## src/rtl/sysid_check_ctrl.sv

```systemverilog
// sysid_check_ctrl: reads the QSYS system-ID slave (ID, then timestamp) and flags image mismatches.
// Optional macro SYSID_RETRY_EN re-runs mismatched sequences up to MAX_RETRY times.
module sysid_check_ctrl #(
    parameter logic [31:0] EXP_ID         = 32'd0,
    parameter logic [31:0] EXP_TS         = 32'd1637860799,
    parameter int unsigned READ_LATENCY   = 0,
    parameter int unsigned TIMEOUT_CYCLES = 255,
    parameter int unsigned MAX_RETRY      = 3
) (
    input  logic        clock,
    input  logic        reset_n,
    input  logic        start,
    output logic        busy,
    output logic        done,
    output logic        id_ok,
    output logic        ts_ok,
    output logic        timeout,
    output logic [3:0]  retries,
    output logic [31:0] id_value,
    output logic [31:0] ts_value,
    output logic        avm_address,
    output logic        avm_read,
    input  logic        avm_waitrequest,
    input  logic [31:0] avm_readdata
);

`ifdef SYSID_RETRY_EN
    localparam bit RETRY_EN = 1'b1;
`else
    localparam bit RETRY_EN = 1'b0;
`endif

    localparam logic [15:0] STALL_MAX   = 16'(TIMEOUT_CYCLES);
    localparam logic [15:0] STALL_LAST  = 16'(TIMEOUT_CYCLES - 1);
    localparam logic [1:0]  LAT_LAST    = (READ_LATENCY == 0) ? 2'd0 : 2'(READ_LATENCY - 1);
    localparam logic [3:0]  RETRY_LIMIT = 4'(MAX_RETRY);

    typedef enum logic [2:0] {
        IDLE,
        RD_ID,
        LAT_ID,
        RD_TS,
        LAT_TS,
        CHECK,
        DONE
    } state_t;

    state_t      state;
    state_t      state_nxt;
    logic [15:0] stall_cnt;
    logic [1:0]  lat_cnt;
    logic        accept;
    logic        stall_limit;
    logic        lat_last;
    logic        pass;
    logic        capture_id;
    logic        capture_ts;
    logic        set_timeout;
    logic        do_retry;

    assign avm_read    = (state == RD_ID) || (state == RD_TS);
    assign avm_address = (state == RD_TS);
    assign busy        = (state != IDLE) && (state != DONE);
    assign done        = (state == DONE);

    assign accept      = avm_read && !avm_waitrequest;
    // Limit is hit on the TIMEOUT_CYCLES-th stalled cycle; a same-cycle accept takes priority.
    assign stall_limit = avm_read && avm_waitrequest && (stall_cnt == STALL_LAST);
    assign lat_last    = (lat_cnt == LAT_LAST);
    assign pass        = (id_value == EXP_ID) && (ts_value == EXP_TS);

    always_comb begin
        state_nxt   = state;
        capture_id  = 1'b0;
        capture_ts  = 1'b0;
        set_timeout = 1'b0;
        do_retry    = 1'b0;
        case (state)
            IDLE: begin
                if (start) state_nxt = RD_ID;
            end
            RD_ID: begin
                if (accept) begin
                    if (READ_LATENCY == 0) begin
                        capture_id = 1'b1;
                        state_nxt  = RD_TS;
                    end else begin
                        state_nxt  = LAT_ID;
                    end
                end else if (stall_limit) begin
                    set_timeout = 1'b1;
                    state_nxt   = DONE;
                end
            end
            LAT_ID: begin
                if (lat_last) begin
                    capture_id = 1'b1;
                    state_nxt  = RD_TS;
                end
            end
            RD_TS: begin
                if (accept) begin
                    if (READ_LATENCY == 0) begin
                        capture_ts = 1'b1;
                        state_nxt  = CHECK;
                    end else begin
                        state_nxt  = LAT_TS;
                    end
                end else if (stall_limit) begin
                    set_timeout = 1'b1;
                    state_nxt   = DONE;
                end
            end
            LAT_TS: begin
                if (lat_last) begin
                    capture_ts = 1'b1;
                    state_nxt  = CHECK;
                end
            end
            CHECK: begin
                do_retry  = RETRY_EN && !pass && (retries < RETRY_LIMIT);
                state_nxt = do_retry ? RD_ID : DONE;
            end
            DONE: begin
                state_nxt = IDLE;
            end
            default: begin
                state_nxt = IDLE;
            end
        endcase
    end

    always_ff @(posedge clock or negedge reset_n) begin
        if (!reset_n) begin
            state <= IDLE;
        end else begin
            state <= state_nxt;
        end
    end

    // Counts stalled cycles of the current read; any accept or idle read strobe restarts it.
    always_ff @(posedge clock or negedge reset_n) begin
        if (!reset_n) begin
            stall_cnt <= '0;
        end else if (!avm_read || accept) begin
            stall_cnt <= '0;
        end else if (stall_cnt != STALL_MAX) begin
            stall_cnt <= stall_cnt + 16'd1;
        end
    end

    always_ff @(posedge clock or negedge reset_n) begin
        if (!reset_n) begin
            lat_cnt <= '0;
        end else if (((state == LAT_ID) || (state == LAT_TS)) && !lat_last) begin
            lat_cnt <= lat_cnt + 2'd1;
        end else begin
            lat_cnt <= '0;
        end
    end

    always_ff @(posedge clock or negedge reset_n) begin
        if (!reset_n) begin
            id_ok    <= 1'b0;
            ts_ok    <= 1'b0;
            timeout  <= 1'b0;
            retries  <= '0;
            id_value <= '0;
            ts_value <= '0;
        end else begin
            if ((state == IDLE) && start) begin
                id_ok    <= 1'b0;
                ts_ok    <= 1'b0;
                timeout  <= 1'b0;
                retries  <= '0;
                id_value <= '0;
                ts_value <= '0;
            end
            if (capture_id) id_value <= avm_readdata;
            if (capture_ts) ts_value <= avm_readdata;
            if (set_timeout) begin
                timeout <= 1'b1;
                id_ok   <= 1'b0;
                ts_ok   <= 1'b0;
            end
            if (state == CHECK) begin
                id_ok <= (id_value == EXP_ID);
                ts_ok <= (ts_value == EXP_TS);
                if (do_retry) retries <= retries + 4'd1;
            end
        end
    end

endmodule

```

## config.mk

```make
export PLATFORM = sky130hd
export DESIGN_NAME = sysid_check_ctrl
export DESIGN_NICKNAME = d
export VERILOG_FILES = /design/src/rtl/sysid_check_ctrl.sv
export SDC_FILE = /design/constraint.sdc
export NUM_CORES = 1
export LEC_CHECK = 0
export ABC_CLOCK_PERIOD_IN_PS = 2000
export CAP_MARGIN = 5
export CELL_PAD_IN_SITES_DETAIL_PLACEMENT = 1
export CELL_PAD_IN_SITES_GLOBAL_PLACEMENT = 2
export CORE_MARGIN = 3
export CORE_UTILIZATION = 28
export CTS_CLUSTER_DIAMETER = 120
export DETAILED_ROUTE_END_ITERATION = 10
export GPL_TIMING_DRIVEN = 1
export PLACE_DENSITY_LB_ADDON = 0.25
export SYNTH_ARGS = -nofsm -noshare
export SYNTH_HDL_FRONTEND = slang
export SYNTH_SLANG_ARGS = --single-unit
export TNS_END_PERCENT = 100
```

## constraint.sdc

```tcl
create_clock -name clock -period 2 [get_ports clock]
set_input_delay 0.4 -clock clock [delete_from_list [all_inputs] [get_ports clock]]
set_output_delay 0.4 -clock clock [all_outputs]
set_load 0.01 [all_outputs]
```

# Word-level counts from Yosys, hierarchy flattened
# Cells that the tools add are included.
word_totals:
  register_bits: 88
  inputBits: 36
  output_inout_bits: 75
classes:
  add_sub_neg: 2
  eq_ne: 13
  mux: 25
  n_reduce_logical: 23
ops:
  columns: ["op", "count"]
  rows:
  - ["2-to-1 mux 32 bit", 3]
  - ["equality test 32 x 31 -> 1 bit, second input constant", 1]
  - ["logical NOT 32 bit", 1]
  - ["2-to-1 mux 16 bit", 2]
  - ["2-to-1 mux 3 bit", 6]
  - ["case mux 3 bit (6 select lines)", 1]
  - ["adder 16 x 1 -> 16 bit, second input constant", 1]
  - ["equality test 16 x 8 -> 1 bit, second input constant", 1]
  - ["!= test 16 x 8 -> 1 bit, second input constant", 1]
  - ["2-to-1 mux 1 bit", 10]
  - ["equality test 3 bit, second input constant", 3]
  - ["nonzero test 2 bit", 4]
  - ["equality test 3 x 2 -> 1 bit, second input constant", 2]
  - ["logical AND 1 bit", 6]
  - ["!= test 2 bit, second input constant", 3]
  - ["nonzero test 3 bit", 2]
  - ["case mux 1 bit (2 select lines)", 2]
  - ["equality test 3 x 1 -> 1 bit, second input constant", 1]
  - ["logical NOT 1 bit", 3]
  - ["logical NOT 3 bit", 1]
  - ["logical OR 1 bit", 3]
  - ["!= test 3 bit, second input constant", 1]
  - ["AND reduction 3 bit", 1]
  - ["adder 2 x 1 -> 2 bit, second input constant", 1]
  - ["other kinds (3)", 3]

# Depth between registers and ports, before layout
depth:
  depth_word: 9
  ltp_mapped: 7

# Worst setup path after synthesis
# Ideal clock, no wire load.
synth_path:
  kind: "reg-to-reg"
  start: "register stall_cnt[1]"
  end: "register stall_cnt[7]"
  setup_ns: 0.078
  arrival_ns: 1.736
  required_time_ns: 1.922
  setup_slack_ns: 0.185
  stages_incl_launch_ff: 7
  n_path_buf: 1
  period_less_slack_ns: 1.815
  cell_sequence: "dfrtp_1 -> ha_1 -> and4_1 -> and4_2 -> clkbuf_1 -> or4_1 -> a21oi_1"
synth_via:
  elab_chain_cells: 3
  elab_cells_between_ends: 5
synth_lines:
  columns: ["item", "line_no", "source"]
  rows:
  - ["start, declared", "50", "logic [15:0] stall_cnt;"]
  - ["start signal, assigned", "148", "stall_cnt <= stall_cnt + 16'd1;"]
  - ["adder 16 x 1 -> 16 bit", "148", null]
  - ["2-to-1 mux 16 bit", "147", "end else if (stall_cnt != STALL_MAX) begin"]
  - ["2-to-1 mux 16 bit", "145", "end else if (!avm_read || accept) begin"]
# Parallel ways exist; a longest one is shown, timed or not. The select of a mux whose other input is x is not followed.
# A chain may end at the register's enable or synchronous reset.

# Worst setup path in the final report
layout_path:
  start: "register state[2]"
  end: "output avm_read"
layout_via:
  elab_chain_cells: 2
  elab_cells_between_ends: 3
layout_lines:
  columns: ["item", "line_no", "source"]
  rows:
  - ["start, declared", "48", "state_t state;"]
  - ["start signal, assigned", "137", "state <= state_nxt;"]
  - ["equality test 3 x 1 -> 1 bit / equality test 3 x 2 -> 1 bit (equally long branches)", "61", "assign avm_read = (state == RD_ID) || (state == RD_TS);"]
  - ["logical OR 1 bit (*)", "61", null]
  - ["end, declared", "22", "output logic avm_read,"]
# Every way passes the cells marked *; elsewhere a longest branch is shown, timed or not.

==> results by group <==
Worst setup path
  – Worst-path maximum fanout: 7
  – Required @ worst endpoint: 1.60 ns
  – R2r startpoint: state[1]$_DFFE_PN0P_
  – Arrival time at the worst endpoint: 1.52 ns
  – Critical path startpoint category: register
  – Reg2reg setup slack: 0.16 ns
  – Worst path cell trace: nor2b_1 > clkdlybuf4s50_1
  – RR Endpoint: id_value[0]$_DFFE_PN0P_
  – R2R depth: 5
  – Slowest-stage cell, CP: clkdlybuf4s50_1
  – CP peak stage delay: 0.56 ns
  – Crit Path Category: register to primary output
  – Setup crit end kind: primary output

Logic synthesis
  – Sequential-to-total area share from yosys stat: 54.5%
  – Synth Area in Adders: 0.929%
  – Synthesis Warnings: 0
  – Mapped Avg Cell Area: 9.00 um2
  – Mapped Cells: 449
  – Unique cell type count in the Yosys netlist: 46
  – Mux cell area share after synthesis: 0%
  – EDFF count, synth: 0
  – Simple-gate portion of the synthesized area: 26.6%
  – Synth Area in XOR/XNOR: 0.867%
  – Largest family of logic cells by synthesized area: simple AND/OR/NAND/NOR gates
  – Dominant synthesized flop cell: dfrtp_1
  – Mapped Area: 0.00404 mm2
  – Post-synthesis compound-gate area fraction: 13.3%
  – Async SR Flop Fraction: 100%
  – Flops & latches, synth: 88

Clock tree
  – CTS Buffer Depth: 2
  – Clock slew at reported path FFs: 0.06 ns
  – Htree depth: 3
  – CTS tree: done
  – CTS root buf: clkbuf_16
  – Worst-Skew Late Latency: 0.34 ns
  – Num CTS Buffers: 9
  – Hold Buf Count CTS: 0
  – Sink Count: 88

Global route
  – All-layer global routing usage: 16.8%
  – Initial antenna violation count: 0
  – Largest net degree at the start of global routing: 65
  – First-pass GRT wire length: 21.3 mm
  – Vias in the first global route: 3901
  – Remaining Overflow, GRT: 0

Placed design
  – Port bufs: 106
  – Dpl hpwl: 9.31 mm
  – Placed cell count: 728
  – Cell Area, Placed: 0.00542 mm2
  – Dpl ws: -0.0805 ns
  – RD Place Congestion: 0.812

Finish
  – Final net count: 602
  – Area Growth Syn to Fin: 44.4%
  – Fillcell total: 1638
  – Layout cell share with drive strength beyond 1: 10.6%
  – Commonest cells after routing, fill and taps aside: 144 x nand2_1, 103 x clkdlybuf4s50_1, 85 x dfrtp_1, 71 x o21ai_0, 20 x buf_4
  – Inserted Diodes: 0
  – Post-route cell area: 0.00584 mm2
  – Post-route insts no fill: 748
  – Most common cell after layout, fill and taps aside: nand2_1
  – Utilization after layout: 41.7%

Detailed routing
  – Vias: 3630
  – DRT antenna net count: 0
  – # DRC: 0
  – DR iter-0 viols: 167
  – Routed wire per std cell: 17.5 um
  – Routed WL: 13.1 mm
  – Vias per inst: 4.85
  – TritonRoute pass-1 iters: 4

STA
  – Fin. max-slew vios: 0
  – Fin crit share: 96.2%
  – Final setup TNS: 0 ns
  – Hold Vio Cnt, Final: 0
  – Finish-stage setup viols: 0
  – Max Fclk: 520 MHz
  – Min Tclk post-route: 1.92 ns
  – Final setup margin: 0.0762 ns
  – Clock skew: 0.00720 ns
  – RSZ-0062 raised after global routing: false

Power
  – Maximum vdd drop: 0.000430 V
  – Comb pwr share: 40.8%
  – Clock power share: 23.6%
  – Sw frac: 35.7%
  – Internal power: 5.46 mW
  – Reg power frac: 35.6%
  – PwrDens: 1460 mW/mm2
  – Leak: 2.48 nW
  – Switch Pwr: 3.04 mW

Floorplanning
  – I/O pin cnt: 111
  – Die H: 126 um
  – Core region area: 0.0140 mm2
  – Die area: 0.0159 mm2
  – Die Wd: 126 um
  – Initial cell density of the core: 28.9%
  – # rows: 43

Hold path
  – Hold Path Class: input pin to async pin

Status
  – Outcome: completed

Job
  – Maxcap violations: 0
[cell usage after synthesis, drive strengths merged, types with 4 or more instances]
library cell / number / area share [%]
nor2: 11 / 1.0
nor4: 13 / 2.8
o21ai: 71 / 8.8
buf: 14 / 1.9
nand4: 5 / 0.77
inv: 5 / 0.46
or3: 6 / 0.93
clkbuf: 15 / 1.4
nand3b: 4 / 0.74
a31oi: 5 / 0.77
a21oi: 11 / 1.5
nand2: 145 / 14
dfrtp: 88 / 55
nand3: 7 / 0.87
nand2b: 4 / 0.62
[power groups by stage]
stage / sequential [mW] / clock (mW) / combinational, mW
finish: 3.03 / 2.00 / 3.47
global route: 3.13 / 2.13 / 3.86
CTS: 3.03 / 2.06 / 3.53
detailed placement: 3.07 / 0 / 3.41
global placement: 3.07 / 0 / 3.31
floorplan: 3.11 / 0 / 1.30
[state kept, by name, indices dropped and copies added, names as in the netlist]
name / flops
ts_ok: 1
id_value: 32
stall_cnt: 16
ts_value: 32
lat_cnt: 2
id_ok: 1
timeout: 1
state: 3
[per-stage QoR]
| stage | power, mW | hold WS, ns |
|---|---|---|
| finish | 8.50 | 0.0307 |
| global route | 9.12 | 0.0542 |
| CTS | 8.62 | 0.0318 |
| detailed placement | 6.49 | 0.405 |
| global placement | 6.37 | 0.398 |
| floorplan | 4.41 | 0.104 |
[how the worst max path moves through the flow]
| stage | startpoint | end | slack, ns |
|---|---|---|---|
| after floorplan | stall_cnt[1]$_DFFE_PN0P_ | stall_cnt[7]$_DFFE_PN0P_ | 0.19 |
| after global placement | avm_waitrequest | id_value[16]$_DFFE_PN0P_ | -0.04 |
| after detailed placement | avm_waitrequest | id_value[22]$_DFFE_PN0P_ | -0.08 |
| after CTS | state[2]$_DFFE_PN0P_ | busy | 0.01 |
| after global routing | state[0]$_DFFE_PN0P_ | done | 0.007 |
| final | state[2]$_DFFE_PN0P_ | avm_read | 0.08 |
[logic make-up (layout without fill, tap and decap cells)]
logic type | Yosys count | count (layout)
flip-flops | 88 | 88
AND/OR/NAND/NOR | 221 | 221
XOR/XNOR | 4 | 4
other | 1 | 4
AO/OA/AOI/OAI | 98 | 98
adder cells (fa/ha/maj) | 3 | 3
buffers and inverters | 34 | 150
[cell type report]
| cell class | count | area (um2) | share of cell area [%] |
|---|---|---|---|
| Clock buffer | 11 | 253 | 4.33 |
| Sequential cell | 88 | 2210 | 37.8 |
| Tap cell | 180 | 225 | 3.86 |
| Timing Repair Buffer | 129 | 1280 | 22.0 |
| Clock inverter | 5 | 103 | 1.76 |
| Multi-Input combinational cell | 330 | 1750 | 30.0 |
| Inverter | 5 | 18.8 | 0.322 |
[timing repair]
item	4_1_cts	5_1_grt
setup endpoints to repair	5	2
setup buffers	4	0
gates resized for setup	6	3
[critical path: cells and delay by family, from the launching register on]
kind                   cells  cell delay (ns)
buffers and inverters      1             0.56
flip-flops                 1             0.46
AND/OR/NAND/NOR            1             0.16
[routing by layer]
metal / track usage [%] / part of all wire (%)
met5: 0 / 0
met4: 5.49 / 1.2
met3: 3.73 / 3.9
met2: 27.4 / 49
met1: 22.4 / 46
No activity file was read; power rests on OpenSTA's default activity.
